===== src/rtl/sdr_arb_pkg.sv =====
// -----------------------------------------------------------------------------
// sdr_arb_pkg
// Shared types and default widths for the SDRAM application-port arbiter.
// The width defaults mirror the controller's application interface
// (26-bit address, 9-bit burst length, 32-bit data, 4 byte enables).
// -----------------------------------------------------------------------------
package sdr_arb_pkg;

    localparam int NUM_REQ_DEF = 2;
    localparam int APP_AW_DEF  = 26;
    localparam int APP_RW_DEF  = 9;
    localparam int APP_DW_DEF  = 32;
    localparam int APP_BW_DEF  = APP_DW_DEF / 8;

    typedef enum logic [1:0] {
        IDLE  = 2'd0,
        REQ   = 2'd1,
        WDATA = 2'd2,
        RDATA = 2'd3
    } arb_state_e;

    // Successor of a requester index, wrapping n-1 -> 0.
    function automatic int next_idx(input int idx, input int n);
        return (idx >= n - 1) ? 0 : idx + 1;
    endfunction

endpackage


===== src/rtl/sdr_rr_arb.sv =====
// -----------------------------------------------------------------------------
// sdr_rr_arb
// Purely combinational rotating-priority picker. Searches the request vector
// starting at ptr and moving upward, wrapping NUM_REQ-1 -> 0; the first set
// bit wins. Driving ptr with a constant 0 turns it into a fixed-priority
// (lowest index wins) picker.
//
// Ports:
//   req      in   NUM_REQ  request vector
//   ptr      in   IW       index with highest priority this cycle
//   gnt      out  NUM_REQ  one-hot grant (all zero when no request)
//   gnt_idx  out  IW       binary index of the granted requester
//   gnt_vld  out  1        at least one request present
// -----------------------------------------------------------------------------
module sdr_rr_arb
    import sdr_arb_pkg::*;
#(
    parameter  int NUM_REQ = NUM_REQ_DEF,
    localparam int IW      = (NUM_REQ > 1) ? $clog2(NUM_REQ) : 1
) (
    input  logic [NUM_REQ-1:0] req,
    input  logic [IW-1:0]      ptr,
    output logic [NUM_REQ-1:0] gnt,
    output logic [IW-1:0]      gnt_idx,
    output logic               gnt_vld
);

    int            idx;
    logic [IW-1:0] idx_b;

    // NOTE: every signal written in this block gets a default first, so no
    // path leaves it unassigned and no latch is inferred.
    always_comb begin
        gnt     = '0;
        gnt_idx = '0;
        gnt_vld = 1'b0;
        idx     = 0;
        idx_b   = '0;
        for (int i = 0; i < NUM_REQ; i++) begin
            idx = int'(ptr) + i;
            if (idx >= NUM_REQ) begin
                idx = idx - NUM_REQ;
            end
            idx_b = IW'(idx);
            if (!gnt_vld && req[idx_b]) begin
                gnt[idx_b] = 1'b1;
                gnt_idx    = idx_b;
                gnt_vld    = 1'b1;
            end
        end
    end

endmodule


===== src/rtl/sdr_app_arb.sv =====
// -----------------------------------------------------------------------------
// sdr_app_arb
// Arbitrates NUM_REQ application masters onto the single app_req port of the
// SDRAM controller. One master owns the port from grant until the last data
// beat of its burst; write-data handshakes and read completions are steered
// back to that owner only.
//
// Configuration macro:
//   SDR_ARB_FIXED_PRIO_EN  defined   -> fixed priority, lowest index wins,
//                                       no rotating pointer register
//                          undefined -> round-robin (default)
//
// Ports:
//   sdram_clk, reset                  clock; synchronous active-high reset
//   m_req/_addr/_len/_wr_n/_wrap      per-master request, packed, master 0 LSBs
//   m_wr_data, m_wr_en_n              per-master write data / byte enables
//   m_req_ack, m_wr_next              handshakes back to the owner
//   m_rd_data                         read data broadcast to all masters
//   m_rd_valid, m_last_rd, m_last_wr  completions back to the owner
//   app_*  (out)                      request and write data to controller
//   app_*  (in)                       handshakes and read data from controller
//   busy                              a grant is held (state != IDLE)
// -----------------------------------------------------------------------------
module sdr_app_arb
    import sdr_arb_pkg::*;
#(
    parameter int NUM_REQ = NUM_REQ_DEF,
    parameter int APP_AW  = APP_AW_DEF,
    parameter int APP_RW  = APP_RW_DEF,
    parameter int APP_DW  = APP_DW_DEF,
    parameter int APP_BW  = APP_BW_DEF
) (
    input  logic                      sdram_clk,
    input  logic                      reset,
    // master side
    input  logic [NUM_REQ-1:0]        m_req,
    input  logic [NUM_REQ*APP_AW-1:0] m_req_addr,
    input  logic [NUM_REQ*APP_RW-1:0] m_req_len,
    input  logic [NUM_REQ-1:0]        m_req_wr_n,
    input  logic [NUM_REQ-1:0]        m_req_wrap,
    input  logic [NUM_REQ*APP_DW-1:0] m_wr_data,
    input  logic [NUM_REQ*APP_BW-1:0] m_wr_en_n,
    output logic [NUM_REQ-1:0]        m_req_ack,
    output logic [NUM_REQ-1:0]        m_wr_next,
    output logic [APP_DW-1:0]         m_rd_data,
    output logic [NUM_REQ-1:0]        m_rd_valid,
    output logic [NUM_REQ-1:0]        m_last_rd,
    output logic [NUM_REQ-1:0]        m_last_wr,
    // controller side
    output logic                      app_req,
    output logic [APP_AW-1:0]         app_req_addr,
    output logic [APP_RW-1:0]         app_req_len,
    output logic                      app_req_wr_n,
    output logic                      app_req_wrap,
    output logic [APP_DW-1:0]         app_wr_data,
    output logic [APP_BW-1:0]         app_wr_en_n,
    input  logic                      app_req_ack,
    input  logic                      app_wr_next_req,
    input  logic [APP_DW-1:0]         app_rd_data,
    input  logic                      app_rd_valid,
    input  logic                      app_last_rd,
    input  logic                      app_last_wr,
    output logic                      busy
);

    localparam int IW = (NUM_REQ > 1) ? $clog2(NUM_REQ) : 1;

    arb_state_e          state_q, state_d;
    logic [IW-1:0]       owner_q, owner_d;
    logic [APP_AW-1:0]   addr_q,  addr_d;
    logic [APP_RW-1:0]   len_q,   len_d;
    logic                wr_n_q,  wr_n_d;
    logic                wrap_q,  wrap_d;

    logic [IW-1:0]       arb_ptr;
    logic [NUM_REQ-1:0]  arb_gnt;
    logic [IW-1:0]       arb_idx;
    logic                arb_vld;
    logic                wr_phase;
    logic                rd_phase;

`ifdef SDR_ARB_FIXED_PRIO_EN
    assign arb_ptr = '0;
`else
    logic [IW-1:0]       ptr_q, ptr_d;
    assign arb_ptr = ptr_q;
`endif

    sdr_rr_arb #(
        .NUM_REQ (NUM_REQ)
    ) u_rr_arb (
        .req     (m_req),
        .ptr     (arb_ptr),
        .gnt     (arb_gnt),
        .gnt_idx (arb_idx),
        .gnt_vld (arb_vld)
    );

    // ---------------------------------------------------------------- state
    // NOTE: sequential state uses non-blocking assignments so every flop
    // samples the pre-edge value of every other flop.
    always_ff @(posedge sdram_clk) begin
        if (reset) begin
            state_q <= IDLE;
            owner_q <= '0;
            addr_q  <= '0;
            len_q   <= '0;
            wr_n_q  <= 1'b1;
            wrap_q  <= 1'b0;
`ifndef SDR_ARB_FIXED_PRIO_EN
            ptr_q   <= '0;
`endif
        end else begin
            state_q <= state_d;
            owner_q <= owner_d;
            addr_q  <= addr_d;
            len_q   <= len_d;
            wr_n_q  <= wr_n_d;
            wrap_q  <= wrap_d;
`ifndef SDR_ARB_FIXED_PRIO_EN
            ptr_q   <= ptr_d;
`endif
        end
    end

    // ----------------------------------------------------------- next state
    always_comb begin
        state_d = state_q;
        owner_d = owner_q;
        addr_d  = addr_q;
        len_d   = len_q;
        wr_n_d  = wr_n_q;
        wrap_d  = wrap_q;
`ifndef SDR_ARB_FIXED_PRIO_EN
        ptr_d   = ptr_q;
`endif
        case (state_q)
            IDLE: begin
                // Request fields are captured at grant time so app_req_* stay
                // stable for the whole REQ phase.
                if (arb_vld) begin
                    state_d = REQ;
                    owner_d = arb_idx;
                    addr_d  = m_req_addr[arb_idx*APP_AW +: APP_AW];
                    len_d   = m_req_len[arb_idx*APP_RW +: APP_RW];
                    wr_n_d  = m_req_wr_n[arb_idx];
                    wrap_d  = m_req_wrap[arb_idx];
`ifndef SDR_ARB_FIXED_PRIO_EN
                    ptr_d   = IW'(next_idx(int'(arb_idx), NUM_REQ));
`endif
                end
            end
            REQ: begin
                // A one-beat burst may finish in the ack cycle itself.
                if (app_req_ack) begin
                    if (!wr_n_q) begin
                        state_d = app_last_wr ? IDLE : WDATA;
                    end else begin
                        state_d = app_last_rd ? IDLE : RDATA;
                    end
                end
            end
            WDATA: begin
                if (app_last_wr) begin
                    state_d = IDLE;
                end
            end
            RDATA: begin
                if (app_last_rd) begin
                    state_d = IDLE;
                end
            end
            default: state_d = IDLE;
        endcase
    end

    // -------------------------------------------------------------- outputs
    // Data-phase steering is also open during REQ for the matching direction,
    // so a beat the controller reports alongside app_req_ack still reaches
    // the owner.
    always_comb begin
        wr_phase    = (state_q == WDATA) || ((state_q == REQ) && !wr_n_q);
        rd_phase    = (state_q == RDATA) || ((state_q == REQ) &&  wr_n_q);

        app_req     = (state_q == REQ);
        busy        = (state_q != IDLE);

        m_req_ack   = '0;
        m_wr_next   = '0;
        m_last_wr   = '0;
        m_rd_valid  = '0;
        m_last_rd   = '0;
        app_wr_data = '0;
        app_wr_en_n = '1;

        if (state_q == REQ) begin
            m_req_ack[owner_q] = app_req_ack;
        end
        if (wr_phase) begin
            app_wr_data        = m_wr_data[owner_q*APP_DW +: APP_DW];
            app_wr_en_n        = m_wr_en_n[owner_q*APP_BW +: APP_BW];
            m_wr_next[owner_q] = app_wr_next_req;
            m_last_wr[owner_q] = app_last_wr;
        end
        if (rd_phase) begin
            m_rd_valid[owner_q] = app_rd_valid;
            m_last_rd[owner_q]  = app_last_rd;
        end
    end

    assign app_req_addr = addr_q;
    assign app_req_len  = len_q;
    assign app_req_wr_n = wr_n_q;
    assign app_req_wrap = wrap_q;
    assign m_rd_data    = app_rd_data;

    // The owner must keep m_req high until it sees its acknowledge.
    a_req_held : assert property (
        @(posedge sdram_clk) disable iff (reset)
        (state_q == REQ) |-> m_req[owner_q]
    );

endmodule


===== config.mk =====
export PLATFORM = sky130hd
export DESIGN_NAME = sdr_app_arb
export DESIGN_NICKNAME = d
export VERILOG_FILES = /design/src/rtl/sdr_arb_pkg.sv /design/src/rtl/sdr_rr_arb.sv /design/src/rtl/sdr_app_arb.sv
export SDC_FILE = /design/constraint.sdc
export NUM_CORES = 1
export LEC_CHECK = 0
export ABC_AREA = 1
export CORE_AREA = 2 2 118 120
export DETAILED_ROUTE_END_ITERATION = 16
export DIE_AREA = 0 0 120 122
export GPL_TIMING_DRIVEN = 0
export PLACE_DENSITY = 0.68
export SYNTH_ARGS = -nofsm -noshare
export SYNTH_HDL_FRONTEND = slang
export SYNTH_SLANG_ARGS = --single-unit
export TNS_END_PERCENT = 30

===== constraint.sdc =====
create_clock -name sdram_clk -period 1.59 [get_ports sdram_clk]
set_input_delay 0.477 -clock sdram_clk [delete_from_list [all_inputs] [get_ports sdram_clk]]
set_output_delay 0.477 -clock sdram_clk [all_outputs]
set_load 0.005 [all_outputs]

==> impl_summary.txt <==
----------------------------------------------------
[Outcome]
  Result of the run ... finished with violations
  Violations in the final reports ... negative setup slack

[STA]
  Final worst path period need ... 2.08 ns
  Worst clock skew ... 0.00535 ns
  Accumulated negative setup slack ... -16.11 ns
  Final setup slack of the worst path ... -0.488 ns
  Fin. max-slew vios ... 0
  Fin. Hold Viols ... 0
  Ratio of final minimum period to clock period ... 1.31
  RSZ-0062 raised after global routing ... true
  Worst Hold Margin ... 0.457 ns
  Max Clock Freq ... 0.481 GHz
  Worst-case headroom to the max-slew limit ... 0.627
  Setup Viol. Count Final ... 47
  Tightest Pin Transition ... 0.559 ns

[Worst setup path]
  Count of buffering cells on the critical path with inverters included ... 8
  Most used cell along the critical path ... sky130_fd_sc_hd__buf_6
  Required time of the worst setup path ... 1.11 ns
  Critical Path End Type ... output pin
  Critical Path Source Type ... register
  Cell chain of the critical path ... inv_4 -> nand2_4 -> inv_4 -> nand2_4 -> o21ai_4 -> buf_4 -> buf_6 -> buf_6 -> buf_6 -> nand2_2 -> inv_2 -> buf_6
  Slowest-stage cell, CP ... sky130_fd_sc_hd__dfxtp_4
  Worst Path Arrival ... 1.60 ns
  Worst reg2reg endpoint ... app_req_wr_n$_SDFFE_PP1P_
  Worst reg2reg path depth ... 8
  Worst Path Class, Setup ... reg2out
  Worst path max stage delay ... 0.36 ns
  Cell family with the largest share of critical-path delay ... buffers and inverters
  Max Fanout on Critical Path ... 4
  Worst R2R Setup Slack ... 0.07 ns
  Reg-to-Reg Start ... state_q[0]$_SDFFE_PP0P_

[Global routing]
  Number of antenna violations at the first check in global routing ... 1
  Grt ovf ... 0
  Largest net degree at the start of global routing ... 14
  Number of global-route vias before repair ... 4341
  Combined global-route utilization of all metal layers ... 0.188
  Global-route wire length before repair ... 21.7 mm

[CTS]
  TritonCTS sink count ... 41
  Clock tree buffer depth ... 2
  Number of H-tree branching levels ... 2
  TritonCTS clock tree ... done
  Clock transition at path regs ... 0.06 ns
  Source-to-sink clock delay at the later pin of the worst-skew pair ... 0.28 ns
  Clk Tree Root Cell ... sky130_fd_sc_hd__clkbuf_16
  Clock buffers created by TritonCTS ... 5

[Layout]
  Number of fill cells in the layout ... 1389
  Area added between synthesis and finish ... 120%
  Total Nets Final ... 1065
  Commonest cells after routing, fill and taps aside ... 264 x sky130_fd_sc_hd__nand2_1, 181 x sky130_fd_sc_hd__clkdlybuf4s50_1, 54 x sky130_fd_sc_hd__buf_6, 47 x sky130_fd_sc_hd__buf_4, 42 x sky130_fd_sc_hd__nand3_1
  FF+latch area ... 837 um^2
  Number of standard cells in the final layout excluding fillers ... 1059
  Most frequent standard cell in the layout excluding fill and tap cells ... sky130_fd_sc_hd__nand2_1
  Number of diodes added for antenna fixing ... 0
  Fraction of layout cells with a size suffix above 1 ... 0.278
  Combined area of the multi-input logic cells ... 0.00187 mm^2

[Logic synthesis]
  Sequential fraction of the synthesis area ... 0.268
  Synth Warn # ... 0
  #FFs+latches synth ... 41
  Cell types with the largest area share after synthesis ... sky130_fd_sc_hd__nand2_1 36%, sky130_fd_sc_hd__dfxtp_1 27%, sky130_fd_sc_hd__buf_4 9.3%, sky130_fd_sc_hd__nand3_1 7.3%, sky130_fd_sc_hd__a21oi_1 6.4%
  Mean area per synthesized cell ... 5.47 um^2
  Post-synthesis instance area ... 0.00307 mm^2
  Synthesized Nets ... 748
  Synth cell types ... 18
  Area leader, netlist ... sky130_fd_sc_hd__nand2_1
  Number of instances in the synthesized netlist ... 561
  Share of the synthesized area in the top cell type ... 0.362

[Route]
  Vias per inst ... 4.21
  Per-cell routed wire length ... 13.6 um
  DRC marker count from the first detailed-route iteration ... 137
  DR vias ... 4457
  Total wirelength of the detailed-routed design ... 14.4 mm
  Number of iterations in the first detailed-routing pass ... 4
  Detail Route Antenna Nets ... 0
  DR DRC count ... 0

[Power and ir drop]
  Switching power of the nets ... 1.94 mW
  Leak ... 3.49 nW
  Proportion of power drawn by the clock network ... 0.211
  Worst vdd ir ... 424 uV
  Part of the power in combinational logic ... 0.554
  Power consumption ... 5.54 mW
  Internal portion of total power ... 3.60 mW
  Power per cell area ... 820 mW/mm^2
  Part of the total power dissipated in sequential elements ... 0.235
  Switching share of total power ... 0.350

[Placed design]
  Post-Place Cells ... 1011
  Placer Congestion ... 0.823
  Quantity of I/O buffers inserted on ports ... 270
  Half-perimeter wire length of the detailed placement result ... 10.9 mm

[Floorplanning]
  Vertical die dimension ... 122 um
  Horizontal extent of the die ... 120 um
  Initial Util ... 0.227
  Die outline area ... 0.0146 mm^2
  I/O pins ... 304
  Core Footprint ... 0.0135 mm^2
  FP Rows ... 43

[Worst hold path]
  Hold Path Sink ... app_req_wrap$_SDFFE_PP0P_
  Worst hold path stage count ... 2
  Type of the most critical hold path ... reg2reg
  Source of the worst hold timing path ... app_req_wrap$_SDFFE_PP0P_

[Run]
  Max Cap Violations ... 0

----------------------------------------------------
## Yosys cell counts
| cell type | instances |
|---|---|
| sky130_fd_sc_hd__buf_1 | 1 |
| sky130_fd_sc_hd__nor2_1 | 4 |
| sky130_fd_sc_hd__nand3_1 | 45 |
| sky130_fd_sc_hd__o21ai_2 | 1 |
| sky130_fd_sc_hd__nand4_1 | 3 |
| sky130_fd_sc_hd__inv_2 | 32 |
| sky130_fd_sc_hd__a21oi_1 | 39 |
| sky130_fd_sc_hd__nand2_1 | 296 |
| sky130_fd_sc_hd__nor3_1 | 10 |
| sky130_fd_sc_hd__nor2_2 | 1 |
| sky130_fd_sc_hd__dfxtp_1 | 41 |
| sky130_fd_sc_hd__o21ai_0 | 1 |
| sky130_fd_sc_hd__clkbuf_1 | 20 |
| sky130_fd_sc_hd__buf_2 | 9 |
| sky130_fd_sc_hd__a31oi_1 | 2 |
| sky130_fd_sc_hd__buf_4 | 38 |
| sky130_fd_sc_hd__inv_1 | 17 |
| sky130_fd_sc_hd__nand2_2 | 1 |
## per-layer routing
| layer | GRT usage | part of all wire |
|---|---|---|
| met1 | 0.194 | 0.37 |
| met2 | 0.358 | 0.51 |
| met3 | 0.0613 | 0.096 |
| met4 | 0.0559 | 0.020 |
| met5 | 0 | 0.0012 |
## how the worst max path moves through the flow
stage	startpoint	end	slack, ns	cells past startpoint
6_report	state_q[1]$_SDFFE_PP0P_	app_wr_data[7]	-0.49	12
4_1_cts	state_q[1]$_SDFFE_PP0P_	app_wr_data[30]	-0.48	12
3_3_place_gp	state_q[0]$_SDFFE_PP0P_	m_wr_next[0]	-0.77	7
3_5_place_dp	state_q[0]$_SDFFE_PP0P_	app_wr_data[7]	-0.77	8
5_1_grt	state_q[1]$_SDFFE_PP0P_	app_wr_data[7]	-0.54	12
2_1_floorplan	state_q[0]$_SDFFE_PP0P_	app_wr_data[10]	-0.01	7
## kinds of logic (layout without fill, tap and decap cells)
kind of cell    after synthesis  after routing  synth area share
simple gates                360            360             0.467
buf+inv                     117            434             0.193
compound gates               43             44            0.0722
flops                        41             41             0.268
## power groups by stage
stage	Sequential [mW]	Clock (mW)	Combinational, mW
finish	1.30	1.17	3.07
global route	1.33	1.27	3.35
CTS	1.30	1.21	2.88
detailed placement	1.31	0	2.45
global placement	1.31	0	2.46
floorplan	1.32	0	1.08
## registers in the layout, summed over array words and instances (netlist names)
signal and count:
app_req_addr 26, state_q 2, app_req_len 9, app_req_wrap 1, app_req_wr_n 1, arb_ptr 1
owner_q 1
## repair_timing
action / CTS / global route
gates cloned: 4 / 0
pin swaps: 5 / 6
gates resized for setup: 346 / 51
endpoints found under the setup margin: 120 / 78
endpoints found under the hold margin: 0 / 0
hold buffers: 0 / 0
buffers inserted: 31 / 7
## worst register-to-register path, delay by kind of cell, from the launching register on
kind	cells	cell delay [ns]
buffers and inverters	4	0.61
flip-flops	1	0.36
AND/OR/NAND/NOR	4	0.43
## area by class of cell
cell class                 instances  share of cell area
timing repair buffer             311               0.439
multi-input combinational        404               0.277
sequential                        41               0.124
buffer                            66              0.0730
tap                              180              0.0333
inverter                          49              0.0291
clock buffer                       6              0.0191
clock inverter                     2             0.00574
## metrics by stage
stage	setup WS [ns]	cell area, um^2	utilization
6_report	-0.488	6760	0.500
5_1_grt	-0.535	6760	0.500
4_1_cts	-0.481	6560	0.486
3_5_place_dp	-0.770	6000	0.444
3_3_place_gp	-0.766	6000	0.444
2_1_floorplan	-0.0146	3070	-
Note: power is estimated with default switching activity, not from simulation.
